**src/rtl/issue_queue.sv**
```systemverilog
// In-order dual-issue queue between decode and register read: buffers decoded pairs and steers up to two oldest entries onto lanes 0/1.
// Optional ISSUE_PERF_EN macro adds a 32-bit counter of pairs split by a dependency or lane conflict.

`ifndef ISSUE_QUEUE_CTRL_DEFS
`define ISSUE_QUEUE_CTRL_DEFS
`define CTRL_BUS 19:0
`define CTRL_RD 4:0
`define CTRL_RS1 9:5
`define CTRL_RS2 14:10
`define CTRL_REGWRITE 15
`define CTRL_RS1_ACTIVE 16
`define CTRL_RS2_ACTIVE 17
`define CTRL_ISSUE_PRI 18
`define CTRL_ISSUE_SLOT 19
`endif

module issue_queue #(
    parameter int DEPTH = 8
) (
    input  logic                      clock_i,
    input  logic                      reset_ni,
    input  logic                      flush_i,
    input  logic                      enq0_valid_i,
    input  logic                      enq1_valid_i,
    input  logic [31:0]               enq0_inst_i,
    input  logic [31:0]               enq1_inst_i,
    input  logic [`CTRL_BUS]          enq0_ctrl_i,
    input  logic [`CTRL_BUS]          enq1_ctrl_i,
    output logic                      enq_ready_o,
    output logic                      iss0_valid_o,
    output logic                      iss1_valid_o,
    output logic [31:0]               iss0_inst_o,
    output logic [31:0]               iss1_inst_o,
    output logic [`CTRL_BUS]          iss0_ctrl_o,
    output logic [`CTRL_BUS]          iss1_ctrl_o,
    output logic                      iss_swap_o,
    input  logic                      iss_ready_i,
    output logic [$clog2(DEPTH):0]    count_o,
    output logic [31:0]               split_cnt_o
);

    localparam int PW = $clog2(DEPTH);
    localparam int CW = PW + 1;

    logic [31:0]      inst_q [DEPTH];
    logic [`CTRL_BUS] ctrl_q [DEPTH];
    logic [PW-1:0]    head_q, head_d, tail_q, tail_d;
    logic [CW-1:0]    count_q, count_d;

    logic [PW-1:0]    h1Idx, tailPlus1;
    logic [31:0]      h0Inst, h1Inst;
    logic [`CTRL_BUS] h0Ctrl, h1Ctrl;
    logic             h0Present, h1Present;
    logic             dep, conflict, pair, swapPair;
    logic             h0Pin0, h0Pin1, h1Pin0, h1Pin1;
    logic             enqFire;
    logic [1:0]       enqN, deqCnt, deqN;

    assign h1Idx     = head_q + PW'(1);
    assign tailPlus1 = tail_q + PW'(1);
    assign h0Inst    = inst_q[head_q];
    assign h0Ctrl    = ctrl_q[head_q];
    assign h1Inst    = inst_q[h1Idx];
    assign h1Ctrl    = ctrl_q[h1Idx];
    assign h0Present = (count_q != '0);
    assign h1Present = (count_q >= CW'(2));

    assign h0Pin0 = h0Ctrl[`CTRL_ISSUE_PRI] && !h0Ctrl[`CTRL_ISSUE_SLOT];
    assign h0Pin1 = h0Ctrl[`CTRL_ISSUE_PRI] &&  h0Ctrl[`CTRL_ISSUE_SLOT];
    assign h1Pin0 = h1Ctrl[`CTRL_ISSUE_PRI] && !h1Ctrl[`CTRL_ISSUE_SLOT];
    assign h1Pin1 = h1Ctrl[`CTRL_ISSUE_PRI] &&  h1Ctrl[`CTRL_ISSUE_SLOT];

    // Younger reads a register the older one writes: it must wait a cycle.
    assign dep = h0Ctrl[`CTRL_REGWRITE] && (h0Ctrl[`CTRL_RD] != 5'd0) &&
                 (((h1Ctrl[`CTRL_RS1] == h0Ctrl[`CTRL_RD]) && h1Ctrl[`CTRL_RS1_ACTIVE]) ||
                  ((h1Ctrl[`CTRL_RS2] == h0Ctrl[`CTRL_RD]) && h1Ctrl[`CTRL_RS2_ACTIVE]));

    assign conflict = (h0Pin0 && h1Pin0) || (h0Pin1 && h1Pin1);
    assign pair     = h1Present && !dep && !conflict;
    assign swapPair = h0Pin1 || h1Pin0;

    always_comb begin
        iss0_valid_o = 1'b0;
        iss1_valid_o = 1'b0;
        iss0_inst_o  = '0;
        iss1_inst_o  = '0;
        iss0_ctrl_o  = '0;
        iss1_ctrl_o  = '0;
        iss_swap_o   = 1'b0;
        deqCnt       = 2'd0;
        if (pair) begin
            iss0_valid_o = 1'b1;
            iss1_valid_o = 1'b1;
            deqCnt       = 2'd2;
            if (swapPair) begin
                iss0_inst_o = h1Inst;
                iss0_ctrl_o = h1Ctrl;
                iss1_inst_o = h0Inst;
                iss1_ctrl_o = h0Ctrl;
                iss_swap_o  = 1'b1;
            end else begin
                iss0_inst_o = h0Inst;
                iss0_ctrl_o = h0Ctrl;
                iss1_inst_o = h1Inst;
                iss1_ctrl_o = h1Ctrl;
            end
        end else if (h0Present) begin
            deqCnt = 2'd1;
            if (h0Pin1) begin
                iss1_valid_o = 1'b1;
                iss1_inst_o  = h0Inst;
                iss1_ctrl_o  = h0Ctrl;
                iss_swap_o   = 1'b1;
            end else begin
                iss0_valid_o = 1'b1;
                iss0_inst_o  = h0Inst;
                iss0_ctrl_o  = h0Ctrl;
            end
        end
    end

    assign enq_ready_o = (CW'(DEPTH) - count_q) >= CW'(2);
    assign enqFire     = enq0_valid_i && enq_ready_o;
    assign enqN        = !enqFire ? 2'd0 : (enq1_valid_i ? 2'd2 : 2'd1);
    assign deqN        = iss_ready_i ? deqCnt : 2'd0;
    assign count_o     = count_q;

    always_comb begin
        head_d  = head_q + PW'(deqN);
        tail_d  = tail_q + PW'(enqN);
        count_d = count_q + CW'(enqN) - CW'(deqN);
        if (flush_i) begin
            head_d  = '0;
            tail_d  = '0;
            count_d = '0;
        end
    end

    always_ff @(posedge clock_i or negedge reset_ni) begin
        if (!reset_ni) begin
            head_q  <= '0;
            tail_q  <= '0;
            count_q <= '0;
        end else begin
            head_q  <= head_d;
            tail_q  <= tail_d;
            count_q <= count_d;
        end
    end

    // Storage carries no reset; validity is governed entirely by count_q.
    always_ff @(posedge clock_i) begin
        if (enqFire) begin
            inst_q[tail_q] <= enq0_inst_i;
            ctrl_q[tail_q] <= enq0_ctrl_i;
            if (enq1_valid_i) begin
                inst_q[tailPlus1] <= enq1_inst_i;
                ctrl_q[tailPlus1] <= enq1_ctrl_i;
            end
        end
    end

`ifdef ISSUE_PERF_EN
    logic [31:0] splitCnt_q;

    always_ff @(posedge clock_i or negedge reset_ni) begin
        if (!reset_ni) begin
            splitCnt_q <= '0;
        end else if (h1Present && iss_ready_i && (dep || conflict)) begin
            splitCnt_q <= splitCnt_q + 32'd1;
        end
    end

    assign split_cnt_o = splitCnt_q;
`else
    assign split_cnt_o = '0;
`endif

endmodule

```
**config.mk**
```make
export PLATFORM = sky130hd
export DESIGN_NAME = issue_queue
export DESIGN_NICKNAME = d
export VERILOG_FILES = /design/src/rtl/issue_queue.sv
export SDC_FILE = /design/constraint.sdc
export NUM_CORES = 1
export LEC_CHECK = 0
export CORE_MARGIN = 2
export CORE_UTILIZATION = 30
export CTS_BUF_LIST = sky130_fd_sc_hd__clkbuf_16
export DETAILED_ROUTE_END_ITERATION = 12
export PLACE_DENSITY = 0.52
export RECOVER_POWER = 50
export SLEW_MARGIN = 10
export SYNTH_ARGS = -nofsm -noshare
export SYNTH_HDL_FRONTEND = slang
export SYNTH_SLANG_ARGS = --single-unit
```
**constraint.sdc**
```tcl
create_clock -name clock_i -period 16.78 [get_ports clock_i]
set_clock_uncertainty 0.2 [all_clocks]
set_input_delay 5.034 -clock clock_i [delete_from_list [all_inputs] [get_ports clock_i]]
set_output_delay 5.034 -clock clock_i [all_outputs]
set_load 0.02 [all_outputs]
```
==> impl_metrics.csv <==
group,metric,value,unit
timing,finalCritPeriodShare,78.8,%
floorplanning,start_util,30.3,%
route,drtIter0Drc,1524,
critical_path,criticalPathCategory,"reg -> out",
critical_path,cp.required,11.55,ns
final_layout,final_core_util,35.6,%
placed_design,gp_congestion,0.828,
placed_design,post-dp-hpwl,55200,microns
critical_path,path_buf_inv,3,
logic_synthesis,yosys.area.top_type_share,45.7,%
logic_synthesis,async_flop_share,2.35,%
final_layout,stdcell_count,3293,
floorplanning,rows,110,
logic_synthesis,synth_area,27300,sq um
route,via_per_inst,5.46,
critical_path,slowest_stage,"dfrtp_4",
final_layout,final_cell_area,32100,sq um
critical_path,critPathTopFamily,"simple AND/OR/NAND/NOR gates",
timing,grt_setup_unrepaired,"false",
power_and_ir_drop,vdd.ir_drop.worst,0.207,mV
timing,setup_viol,0,
clocking,post-cts-setup-buffers,0,
critical_path,critPathLaunchType,"flip-flop",
worst_hold_path,hp-class,"reg -> reg",
timing,fin_crit,13.21,ns
clocking,htreeDepth,2,
floorplanning,core-area,90100,sq um
logic_synthesis,ys_seq_elements,426,
global_routing,grt_pass1_wl,131000,microns
run_status,status,"finished, violations left",
route,finalWirelength,91000,microns
route,wire_per_inst,27.6,microns
logic_synthesis,synthFlopType,"edfxtp_1",
final_layout,nFillCells,8600,
route,vias,18000,
final_layout,drive_gt1_share,36.2,%
timing,holdWs,0.526,ns
timing,fin_ws,3.57,ns
critical_path,critPathArrivalTime,7.98,ns
clocking,cts.sinks,426,
power_and_ir_drop,leakage,10.3,nW
global_routing,grt.overflow.total,0,
global_routing,grt_antenna_before_repair,20,
clocking,worstSkewPairLatency,0.64,ns
timing,fmax,0.0757,GHz
floorplanning,ioPinCount,254,
global_routing,grt_max_degree,101,
logic_synthesis,yosysSeqAreaShare,46.6,%
critical_path,endpoint_kind,"primary output",
critical_path,critical_path_depth,11,
critical_path,reg2reg_depth,17,
power_and_ir_drop,total_power,7.24,mW
clocking,cts_tree,"yes",
placed_design,io_buffer_count,221,
floorplanning,dieArea,93500,sq um
global_routing,track_usage,19.2,%
logic_synthesis,synth_top_cell_by_area,"edfxtp_1",
logic_synthesis,ys_warn_count,0,
global_routing,grt_pass1_vias,18400,
final_layout,seqCellArea,12800,sq um
worst_hold_path,min_path_cells,2,
clocking,cts_buffer_depth,3,
timing,max_slew_margin,-163,%
critical_path,crit_path_max_fanout,49,
route,drtAntennaViolNets,0,
timing,hold_viol,0,
clocking,ctsRootBufferMaster,"clkbuf_16",
logic_synthesis,synth-edff-count,416,
final_layout,num-nets-final,2191,
logic_synthesis,syn_area_per_cell,14.4,sq um
critical_path,cp_cell_sequence,"ha_4 > buf_4 > mux4_2 > mux2i_1 > xor2_1 > nor4_1 > nand4_1 > nand2_4 > buf_4 > mux2i_1 > clkdlybuf4s50_1",
timing,worst_pin_slew,3.95,ns
final_layout,multi_input_area,13600,sq um
timing,fin_tns_setup,0,ns
logic_synthesis,synth_cell_types,58,
critical_path,cp_slowest_stage_delay,1.01,ns
placed_design,dp.cells,3189,
route,drc,0,
logic_synthesis,syn_inst,1902,
run,drv_cap,18,
run_status,violations,"capacitance limit, slew limit",
clocking,cts_hold_buf,0,
floorplanning,chipWidth,306,microns
logic_synthesis,synthTopCellsByArea,"edfxtp_1 (46%), mux2_2 (19%), mux4_2 (17%)",
placed_design,place_ws,4.17,ns
final_layout,synthToLayoutAreaGrowth,17.5,%
route,drtPass1Iterations,6,
floorplanning,die_height,306,microns
clocking,ctsResizeCount,0,
power_and_ir_drop,powerDensity,225,nW/um^2
placed_design,dpl_cell_area,30700,sq um
timing,slew_viol_final,465,
clocking,clkTransAtPathRegs,0.06,ns
clocking,numCtsBuffers,51,
## tightest hold or removal path, cell delays in order, from the launching register on
cell and delay [ns]:
dfrtp_1 0.42, ha_1 0.15, nor2b_1 0.11
## final timing paths
kind                                 startpoint                    to  slack (ns)
hold / removal             count_o[0]$_DFF_PN0_  count_o[0]$_DFF_PN0_        0.53
hold reg to reg            count_o[0]$_DFF_PN0_  count_o[0]$_DFF_PN0_        0.53
setup reg to reg            head_q[0]$_DFF_PN0_  count_o[3]$_DFF_PN0_        8.60
max in group asynchronous              reset_ni   head_q[1]$_DFF_PN0_       11.38
setup / recovery            head_q[0]$_DFF_PN0_       iss1_inst_o[15]        3.57
min in group asynchronous              reset_ni  count_o[1]$_DFF_PN0_        4.61
## cell usage in the layout, fill, tap and decap left out, drive strengths merged, types with 51 or more instances in the layout
cell / netlist / final
nand2: 111 / 111
inv: 55 / 74
o21ai: 51 / 51
nor2: 85 / 85
mux2: 458 / 458
clkdlybuf4s50: 0 / 215
edfxtp: 416 / 416
mux2i: 105 / 105
clkbuf: 87 / 63
mux4: 203 / 203
## synthesized netlist by cell type, types with 5 or more instances
cell type / instances
xnor2_1: 8
buf_4: 45
or4_1: 12
edfxtp_1: 416
buf_1: 17
nor2_1: 84
nand2_1: 110
o21ai_0: 42
o211ai_1: 13
nor3b_1: 5
dfrtp_1: 10
clkbuf_1: 87
inv_1: 54
nor2b_1: 5
o31ai_1: 7
a21oi_1: 46
nand2b_1: 9
buf_2: 25
ha_1: 11
nor3_1: 11
mux4_2: 203
mux2i_1: 104
o22ai_1: 46
mux2_2: 454
o21ai_1: 9
nand4_1: 9
xor2_1: 9
## flip-flops by register name, indices dropped and copies added (netlist names)
name / count
count_o: 4
ctrl_q: 160
head_q: 3
inst_q: 256
tail_q: 3
## cell type report
cell class	instances	share of cell area (%)
diodes	10	0.0780
clock buffers	51	3.98
clock inverters	43	0.900
inverters	55	0.643
multi-input cells	1273	42.4
flip-flops and latches	426	39.7
well taps	1176	4.58
repair buffers	259	7.68
## cells by family after synthesis
| group | count (synthesis) | share of synthesized area [%] |
|---|---|---|
| other | 1 | 0.0137 |
| adder cells (fa/ha/maj) | 15 | 0.797 |
| multiplexers | 766 | 39.5 |
| AO/OA/AOI/OAI | 176 | 3.86 |
| buffers and inverters | 234 | 4.12 |
| flip-flops | 426 | 46.6 |
| XOR/XNOR | 19 | 0.705 |
| AND/OR/NAND/NOR | 265 | 4.37 |
## report_power, final
part           total [mW]  switching (mW)  internal, mW  leakage, nW
Clock                1.05           0.469         0.584        0.826
Sequential           1.46           0.101          1.36         3.92
Combinational        4.72            2.72          2.01         5.56
Total                7.24            3.29          3.95         10.3
## metal layers
layer  vias to the layer above  GRT usage, %  part of all wire (%)
met1                      9438          25.7                    44
met3                       139          3.97                   6.0
met2                       561          31.0                    48
li1                       7824             -                     -
met5                         -             0                  0.14
met4                        20          6.04                   2.7
No activity file was read; power rests on OpenSTA's default activity.
